===== src/rtl/fir_macc_pkg.sv =====
// Shared types, default widths and output saturation helper for the FIR MACC sequencer.
package fir_macc_pkg;

    typedef enum logic [1:0] {IDLE, RUN, WAIT, OUT} state_t;

    localparam int N_TAPS_DEF   = 16;
    localparam int ADW_DEF      = 24;
    localparam int BDW_DEF      = 18;
    localparam int ODW_DEF      = 48;
    localparam int MACC_LAT_DEF = 3;
    localparam int OSHIFT_DEF   = 0;
    localparam int SAT_W        = 64;

    // Clamp a sign-extended accumulator into the signed range of an ow-bit result.
    function automatic logic signed [SAT_W-1:0] sat_trunc(input logic signed [SAT_W-1:0] v,
                                                          input int unsigned ow);
        logic signed [SAT_W-1:0] hi;
        logic signed [SAT_W-1:0] lo;
        hi = (SAT_W'(1) <<< (ow - 1)) - SAT_W'(1);
        lo = ~hi;
        if (v > hi) begin
            return hi;
        end else if (v < lo) begin
            return lo;
        end
        return v;
    endfunction

endpackage


===== src/rtl/fir_tap_store.sv =====
// Circular sample delay line with write pointer plus coefficient register file.
module fir_tap_store
    import fir_macc_pkg::*;
#(
    parameter int N_TAPS = N_TAPS_DEF,
    parameter int ADW    = ADW_DEF,
    parameter int BDW    = BDW_DEF,
    localparam int AW    = $clog2(N_TAPS)
) (
    input  logic                  clk,
    input  logic                  rst,
    input  logic                  samp_we_i,
    input  logic signed [ADW-1:0] samp_wdata_i,
    input  logic                  wp_adv_i,
    input  logic        [AW-1:0]  rd_k_i,
    input  logic                  coef_we_i,
    input  logic        [AW-1:0]  coef_addr_i,
    input  logic signed [BDW-1:0] coef_wdata_i,
    output logic signed [ADW-1:0] samp_o,
    output logic signed [BDW-1:0] coef_o
);

    logic signed [ADW-1:0] samp_q [N_TAPS];
    logic signed [BDW-1:0] coef_q [N_TAPS];
    logic        [AW-1:0]  wp_q;
    logic        [AW-1:0]  wp_d;
    logic        [AW-1:0]  rd_idx;

    always_ff @(posedge clk or posedge rst) begin
        if (rst) begin
            wp_q <= '0;
            for (int i = 0; i < N_TAPS; i++) begin
                samp_q[i] <= '0;
                coef_q[i] <= '0;
            end
        end else begin
            wp_q <= wp_d;
            if (samp_we_i) begin
                samp_q[wp_q] <= samp_wdata_i;
            end
            if (coef_we_i) begin
                coef_q[coef_addr_i] <= coef_wdata_i;
            end
        end
    end

    always_comb begin
        wp_d = wp_q;
        if (wp_adv_i) begin
            wp_d = (wp_q == AW'(N_TAPS - 1)) ? '0 : wp_q + AW'(1);
        end
    end

    // Tap k reads k samples behind the newest one, wrapping modulo N_TAPS.
    always_comb begin
        if (rd_k_i > wp_q) begin
            rd_idx = wp_q + AW'(N_TAPS) - rd_k_i;
        end else begin
            rd_idx = wp_q - rd_k_i;
        end
    end

    assign samp_o = samp_q[rd_idx];
    assign coef_o = coef_q[rd_k_i];

endmodule


===== src/rtl/fir_macc_seq.sv =====
// FIR sequencer driving an external MACC slice; define FIR_MACC_SEQ_SAT_EN to
// saturate the output instead of wrapping it.
module fir_macc_seq
    import fir_macc_pkg::*;
#(
    parameter int N_TAPS   = N_TAPS_DEF,
    parameter int ADW      = ADW_DEF,
    parameter int BDW      = BDW_DEF,
    parameter int ODW      = ODW_DEF,
    parameter int MACC_LAT = MACC_LAT_DEF,
    parameter int OSHIFT   = OSHIFT_DEF,
    localparam int AW      = $clog2(N_TAPS)
) (
    input  logic                  clk,
    input  logic                  rst,
    input  logic signed [ADW-1:0] s_tdata,
    input  logic                  s_tvalid,
    output logic                  s_tready,
    output logic signed [ADW-1:0] m_tdata,
    output logic                  m_tvalid,
    input  logic                  m_tready,
    input  logic                  coef_wr,
    input  logic        [AW-1:0]  coef_addr,
    input  logic signed [BDW-1:0] coef_data,
    output logic                  macc_ce,
    output logic                  macc_sload,
    output logic signed [ADW-1:0] macc_a,
    output logic signed [BDW-1:0] macc_b,
    input  logic signed [ODW-1:0] macc_accum
);

    localparam int WW = (MACC_LAT > 1) ? $clog2(MACC_LAT) : 1;

    state_t                state_q, state_d;
    logic        [AW-1:0]  k_q, k_d;
    logic        [WW-1:0]  w_q, w_d;
    logic signed [ADW-1:0] m_tdata_q, m_tdata_d;
    logic signed [ADW-1:0] tap_samp;
    logic signed [BDW-1:0] tap_coef;
    logic                  accept;
    logic                  last_tap;
    logic signed [ADW-1:0] result;

    assign accept   = s_tready && s_tvalid;
    assign last_tap = (state_q == RUN) && (k_q == AW'(N_TAPS - 1));

    fir_tap_store #(
        .N_TAPS (N_TAPS),
        .ADW    (ADW),
        .BDW    (BDW)
    ) u_store (
        .clk          (clk),
        .rst          (rst),
        .samp_we_i    (accept),
        .samp_wdata_i (s_tdata),
        .wp_adv_i     (last_tap),
        .rd_k_i       (k_q),
        .coef_we_i    ((state_q == IDLE) && coef_wr),
        .coef_addr_i  (coef_addr),
        .coef_wdata_i (coef_data),
        .samp_o       (tap_samp),
        .coef_o       (tap_coef)
    );

`ifdef FIR_MACC_SEQ_SAT_EN
    logic signed [SAT_W-1:0] acc_ext;
    assign acc_ext = SAT_W'(macc_accum >>> OSHIFT);
    assign result  = ADW'(sat_trunc(acc_ext, ADW));
`else
    assign result  = ADW'(macc_accum >>> OSHIFT);
`endif

    always_ff @(posedge clk or posedge rst) begin
        if (rst) begin
            state_q   <= IDLE;
            k_q       <= '0;
            w_q       <= '0;
            m_tdata_q <= '0;
        end else begin
            state_q   <= state_d;
            k_q       <= k_d;
            w_q       <= w_d;
            m_tdata_q <= m_tdata_d;
        end
    end

    always_comb begin
        state_d   = state_q;
        k_d       = k_q;
        w_d       = w_q;
        m_tdata_d = m_tdata_q;
        unique case (state_q)
            IDLE: begin
                if (accept) begin
                    state_d = RUN;
                    k_d     = '0;
                end
            end
            RUN: begin
                k_d = k_q + AW'(1);
                if (last_tap) begin
                    state_d = WAIT;
                    k_d     = '0;
                    w_d     = '0;
                end
            end
            WAIT: begin
                w_d = w_q + WW'(1);
                // The last product has just landed in the accumulator.
                if (w_q == WW'(MACC_LAT - 1)) begin
                    state_d   = OUT;
                    m_tdata_d = result;
                end
            end
            OUT: begin
                if (m_tready) begin
                    state_d = IDLE;
                end
            end
            default: state_d = IDLE;
        endcase
    end

    assign s_tready   = (state_q == IDLE) && !rst;
    assign m_tvalid   = (state_q == OUT);
    assign m_tdata    = m_tdata_q;
    assign macc_ce    = !rst;
    // The MACC applies sload one cycle late, so it lines up with tap 0's product.
    assign macc_sload = (state_q == RUN) && (k_q == AW'(1));
    assign macc_a     = (state_q == RUN) ? tap_samp : '0;
    assign macc_b     = (state_q == RUN) ? tap_coef : '0;

endmodule

===== config.mk =====
export PLATFORM = sky130hd
export DESIGN_NAME = fir_macc_seq
export DESIGN_NICKNAME = d
export VERILOG_FILES = /design/src/rtl/fir_macc_pkg.sv /design/src/rtl/fir_tap_store.sv /design/src/rtl/fir_macc_seq.sv
export SDC_FILE = /design/constraint.sdc
export NUM_CORES = 1
export LEC_CHECK = 0
export ABC_AREA = 0
export CAP_MARGIN = 10
export CELL_PAD_IN_SITES_DETAIL_PLACEMENT = 0
export CELL_PAD_IN_SITES_GLOBAL_PLACEMENT = 2
export CORE_MARGIN = 1.5
export CORE_UTILIZATION = 30
export DETAILED_ROUTE_END_ITERATION = 10
export HOLD_SLACK_MARGIN = 0.15
export PLACE_DENSITY = 0.68
export SYNTH_ARGS = -nofsm -noshare
export SYNTH_HDL_FRONTEND = slang
export SYNTH_SLANG_ARGS = --single-unit

===== constraint.sdc =====
create_clock -name clk -period 29.7 [get_ports clk]
set_input_delay 2.97 -clock clk [delete_from_list [all_inputs] [get_ports clk]]
set_output_delay 2.97 -clock clk [all_outputs]
set_load 0.02 [all_outputs]

==> results of run 1 <==
-- cells by family (layout without fill, tap and decap cells) --
logic type / after synthesis / count (layout) / share of synthesized area (%)
buffers and inverters: 172 / 353 / 2.66
XOR/XNOR: 3 / 3 / 0.0812
flip-flops: 708 / 708 / 54.8
multiplexers: 952 / 952 / 38.9
AO/OA/AOI/OAI: 62 / 62 / 1.21
other: 0 / 1 / 0
adder cells (fa/ha/maj): 15 / 15 / 0.603
AND/OR/NAND/NOR: 70 / 70 / 1.79
-- worst max-delay path, stage by stage (launching register included) --
cell and delay (ps):
dfrtp_4 840, inv_1 280, fa_4 1280, buf_4 690, buf_4 780, mux4_2 590, mux2i_1 270, o22ai_1 150
clkdlybuf4s50_1 570
-- worst paths after layout --
check | from | end | cells past startpoint
setup / recovery | k_q[1]$_DFFE_PP0P_ | macc_a[7] | 8
setup reg to reg | state_q[0]$_DFFE_PP0P_ | u_store.samp_q[18]$_DFFE_PP0P_ | 8
min in group asynchronous | rst | state_q[0]$_DFFE_PP0P_ | 2
max in group asynchronous | rst | u_store.samp_q[372]$_DFFE_PP0P_ | 4
hold / removal | u_store.samp_q[172]$_DFFE_PP0P_ | u_store.samp_q[172]$_DFFE_PP0P_ | 1
hold reg to reg | u_store.samp_q[172]$_DFFE_PP0P_ | u_store.samp_q[172]$_DFFE_PP0P_ | 1
-- final cells by class --
class                      count  area share (%)
inverter                      16           0.178
clock buffer                 122            6.31
sequential                   708            46.7
multi-input combinational   1102            36.4
clock inverter                27            1.04
timing repair buffer         188            4.73
tap                         1403            4.62
antenna                        1         0.00659
-- power by group --
group          internal (mW)  switching, mW  total [mW]
sequential              1.14          0.102        1.24
clock                  0.608          0.415        1.02
combinational          0.386          0.340       0.727
-- metrics by stage --
stage,std cells,power (mW),hold WS (ps),instance area [um^2],utilization [%]
floorplan,1982,1.75,452,32300,-
detailed placement,3417,2.00,469,35200,32.9
global route,3566,3.14,498,38000,35.5
finish,3567,2.99,479,38000,35.5
CTS,3566,3.04,482,38000,35.5
global placement,3417,1.96,462,35200,32.9
-- placed cells by master, fill, tap and decap left out, types with 3 or more instances in the layout --
| cell type | count |
|---|---|
| buf_4 | 42 |
| clkbuf_1 | 23 |
| nor2_2 | 7 |
| clkbuf_16 | 84 |
| clkdlybuf4s50_1 | 144 |
| nor3_1 | 3 |
| clkinv_16 | 4 |
| nand4_2 | 5 |
| bufinv_16 | 5 |
| nand2_1 | 12 |
| clkbuf_8 | 15 |
| inv_1 | 15 |
| mux2_4 | 20 |
| a21oi_1 | 5 |
| mux2i_1 | 84 |
| o22ai_1 | 42 |
| clkinv_2 | 14 |
| nor2_4 | 15 |
| mux2_1 | 43 |
| ha_1 | 13 |
| dfrtp_1 | 705 |
| nand2b_1 | 4 |
| nor2_1 | 4 |
| mux4_2 | 168 |
| mux2_2 | 635 |
| nand3_4 | 4 |
| o21ai_0 | 7 |
-- flip-flops by register name (all words and copies together) (netlist names) --
name            count
k_q                 4
m_tdata            24
state_q             2
u_store.coef_q    288
u_store.samp_q    384
u_store.wp_q        4
w_q                 2
-- cells in the mapped netlist (5+ instances only) --
cell type / number
nand4_2: 5
mux4_2: 168
o21ai_0: 7
buf_1: 9
buf_6: 6
o22ai_1: 42
buf_2: 47
dfrtp_1: 708
mux2_4: 20
mux2_1: 43
nor2_2: 7
mux2i_1: 86
inv_1: 16
nand2_1: 12
nor2_4: 15
a21oi_1: 5
ha_1: 14
buf_4: 29
clkbuf_1: 64
mux2_2: 635
-- per-layer routing --
metal  GRT usage [%]  routed length [um]  up-vias  share of wire [%]
met2            25.2               40000      302                 49
met3            3.11                3450      165                4.2
met1            19.3               35300     9701                 43
li1                -                   -     7648                  -
met5               0                  88        -               0.11
met4            5.19                2560       12                3.1
==> metrics.txt, run 1 <==
layout cells sized above 1=48.0%; gr usage total=15.1%; synthesized cell area=32,300 um^2; CTS tree=yes; setup repair bufs after CTS=0; die width=331 um; peak supply drop=53.4 uV; full die area=110,000 um^2; post-route setup slack=20,560 ps; critical path type=flip-flop to output pin; Post-Place Setup Slack=20,960 ps; Crit Path Max Fanout=40; Post-synth EDFFs=0; area occupied by registers=17,700 um^2; Worst Setup Start Kind=flip-flop; vias in the first global route=20,000; Detailed Routing Iterations Pass 1=5; status=complete, no violations; clock sinks=708; vias post-DR=17,800; final number of max-transition violations=0; core box area=107,000 um^2; CP arrival=6170 ps; Site Rows=120; Final Hold Violating Endpoints=0; post-CTS sizing=0; clock skew=33.5 ps; part of the Yosys area used for sequential elements=54.8%; Synth area leaders=dfrtp_1, mux2_2, mux4_2; Mean Syn Cell Area=16.3 um^2; RSZ-0062 raised after global routing=false; DP Wirelength=46,800 um; Max Cap Violations=0; pin count of the biggest net entering global routing=197; r2r setup slk=26,500 ps; Bufs on Longest Clock Path=3; Synth cell types=47; GPL Wtd Cong=0.702; area occupied by multi-input gates=13,800 um^2; clk_lat worst skew=650 ps; hold_buf cts=0; vias per cell=5.00; nets=2,213; ys async rst share=100%; H-tree Lvls=3; post-route ant nets=0; first-pass GRT wire length=126,000 um; Fillers=10,100; P&R area growth vs syn=17.4%; Final Setup Violations=0; final worst path period share=30.8%; slew of the pin with the lowest slew margin=1200 ps; drt wl/cell=22.8 um; Setup crit end kind=output pin; Post-Synthesis Net Count=2,096; grt total ovfl=0; Tmin final=9140 ps; die height=331 um; final setup TNS=0 ps; synthesis-stage register bit count=708; initial antenna violation count=6; clk slew on worst S/H paths=60 ps; max_slew headroom=20.0%; Yosys warning total=0; worst hold path type=flip-flop to flip-flop; Cell Pwr Density=78.7 nW/um^2; Buffers on Ports=144; clock root cell=clkbuf_16; f_max=0.109 GHz; I/O pin total=169; Primary FF master, synth=dfrtp_1; Synth Instances=1,982; Initial Utilization=30.2%; CTS buffer count=83; final WL=81,400 um; largest area contributor in the netlist=dfrtp_1; Leak Pwr=17.1 nW; Post-route DRC=0; Iter 0 DRT Violations=970; Req. time, crit path=26,730 ps; top cell type's share of synthesized area=54.8%
(Power assumes the default switching activity.)
==> run 2, diff against run 1 <==
clock period = 9.5 ns   (was 29.7 ns; I/O delays follow)
==> run 2 against run 1 <==
Combinational power grew to 3.1 times the previous value; die area stayed put; count of clock-buffer cells in the layout is 2 lower; sequential power grew to 3.1 times the previous value; critical path type unchanged; critical path depth stayed put.
==> metrics.txt, run 2 (same netlist as run 1, synthesis figures left out) <==
Post-route DRC=0 (unchanged); Buffers on Ports=144 (unchanged); final core occ=35.4% (about the same); Final Hold Violating Endpoints=0 (unchanged); CP max stage cell=dfrtp_4; Tmin final=6170 ps; global routing usage on met3=2.95% (-0.16 points); initial antenna violation count=5 (-1); CP arrival=5220 ps (-950 ps); I/O pin total=169 (unchanged); buffers and inverters on the worst path=3 (-1); Min Hold Slack=479 ps (+0.188 ps); clock root cell=clkbuf_16; Leak Pwr=17.1 nW (about the same); hold_buf cts=0 (unchanged); most common library cell in the layout ignoring fill and taps=dfrtp_1; Largest Register=u_store.samp_q; gr usage total=15.2% (+0.13 points); pin count of the biggest net entering global routing=198 (+0.51%); GPL Wtd Cong=0.694 (-1.2%); Site Rows=120 (unchanged); drt wl/cell=23.0 um (+0.99%); Tot Pwr=9.30 mW (+210%); CP cell instances=ha_4 -> inv_1 -> fa_4 -> xor2_4 -> buf_4 -> mux2i_1 -> o22ai_1 -> clkdlybuf4s50_1; clk_lat worst skew=640 ps (about the same); DP Wirelength=47,300 um (+1.1%); CTS buffer count=83 (unchanged); Crit Path Max Fanout=46 (+15%); layout cells sized above 1=48.5% (+0.51 points); delay-heaviest family, CP=buffers and inverters; final setup TNS=0 ps (unchanged); die height=331 um (unchanged); peak supply drop=220 uV (+310%); met2 Use GR=25.7% (+0.45 points); nets=2,213 (unchanged); clock skew=16.1 ps (-17.4 ps); Hold Crit Depth=1 (unchanged); Iter 0 DRT Violations=732 (-25%); CTS tree=yes; Initial Utilization=30.2% (unchanged); busiest grt layer=met2; max FFs per register=384 (unchanged); Worst path max stage delay=1070 ps (-210 ps); max_slew headroom=27.4% (+7.5 points); Setup crit end kind=output pin; Cell Pwr Density=245 nW/um^2 (+210%); Worst R2R Path Depth=7 (-1); RSZ-0062 raised after global routing=false; most frequent cells in the layout=dfrtp_1, mux2_2, mux4_2; grt total ovfl=0 (unchanged); vias per cell=5.01 (+0.30%); clock sinks=708 (unchanged); core box area=107,000 um^2 (unchanged); H-tree Lvls=3 (unchanged); Bufs on Longest Clock Path=3 (unchanged); worst hold path type=flip-flop to flip-flop; GR Util met1=19.4% (+0.072 points); worst r2r dst=u_store.samp_q[211]$_DFFE_PP0P_; post-route ant nets=0 (unchanged); f_max=0.162 GHz; final worst path period share=65.0%; Worst Setup Start Kind=flip-flop; worst hold start=u_store.coef_q[35]$_DFFE_PP0P_; worst reg2reg startpoint=state_q[0]$_DFFE_PP0P_; r2r setup slk=5910 ps (-20,590 ps); vias in the first global route=20,400 (+2.0%); status=complete, no violations; hold endpoint=u_store.coef_q[35]$_DFFE_PP0P_; final number of max-transition violations=0 (unchanged); vias post-DR=17,900 (+0.38%); Req. time, crit path=8550 ps (-18,180 ps); full die area=110,000 um^2 (unchanged); setup repair bufs after CTS=0 (unchanged); P&R area growth vs syn=17.3% (about the same); ANT cells=0 (-1); critical path type=flip-flop to output pin; slew of the pin with the lowest slew margin=1090 ps (-112 ps); die width=331 um (unchanged); post-CTS sizing=0 (unchanged); first-pass GRT wire length=128,000 um (+1.0%); Final Setup Violations=0 (unchanged); Detailed Routing Iterations Pass 1=5 (unchanged); clk slew on worst S/H paths=50 ps (about the same); final WL=82,200 um (+1.1%); Max Cap Violations=0 (unchanged)
[run 2: worst max-delay path by stage]
stage / startpoint / endpoint / slack [ps] / cells past startpoint
finish: k_q[0]$_DFFE_PP0P_ / macc_a[0] / 3330 / 8
global route: k_q[0]$_DFFE_PP0P_ / macc_a[0] / 2960 / 8
detailed placement: k_q[0]$_DFFE_PP0P_ / macc_a[0] / 3740 / 8
global placement: k_q[0]$_DFFE_PP0P_ / macc_a[0] / 3750 / 8
CTS: k_q[0]$_DFFE_PP0P_ / macc_a[0] / 3050 / 8
floorplan: rst / k_q[0]$_DFFE_PP0P_ / -1220 / 1
[run 2: per-stage QoR]
step	instance area [um^2]	worst slack (ps)	std cells
finish	37900	3330	3570
global route	37900	2960	3570
CTS	37900	3050	3570
detailed placement	35200	3740	3417
global placement	35200	3750	3417
floorplan	32400	-1220	1982
[run 2: area by class of cell]
| cell class | instances | area (um^2) |
|---|---|---|
| Clock inverter | 33 | 300 |
| Fill cell | 10100 | 69100 |
| Sequential cell | 708 | 17700 |
| Timing Repair Buffer | 188 | 1810 |
| Inverter | 16 | 63.8 |
| Clock buffer | 120 | 2450 |
| Tap cell | 1403 | 1760 |
| Multi-Input combinational cell | 1102 | 13800 |
[run 2: routing by layer]
layer / up-vias / share of wire [%]
met4: 10 / 3.2
li1: 7641 / -
met5: - / 0.086
met1: 9789 / 44
met3: 159 / 3.8
met2: 297 / 49
[run 2: report_power, final]
part / total, mW / internal (mW) / switching [mW] / leakage (nW)
sequential: 3.88 / 3.55 / 0.323 / 9.62
clock: 3.16 / 1.88 / 1.28 / 1.36
combinational: 2.26 / 1.21 / 1.06 / 6.11
total: 9.30 / 6.64 / 2.66 / 17.1
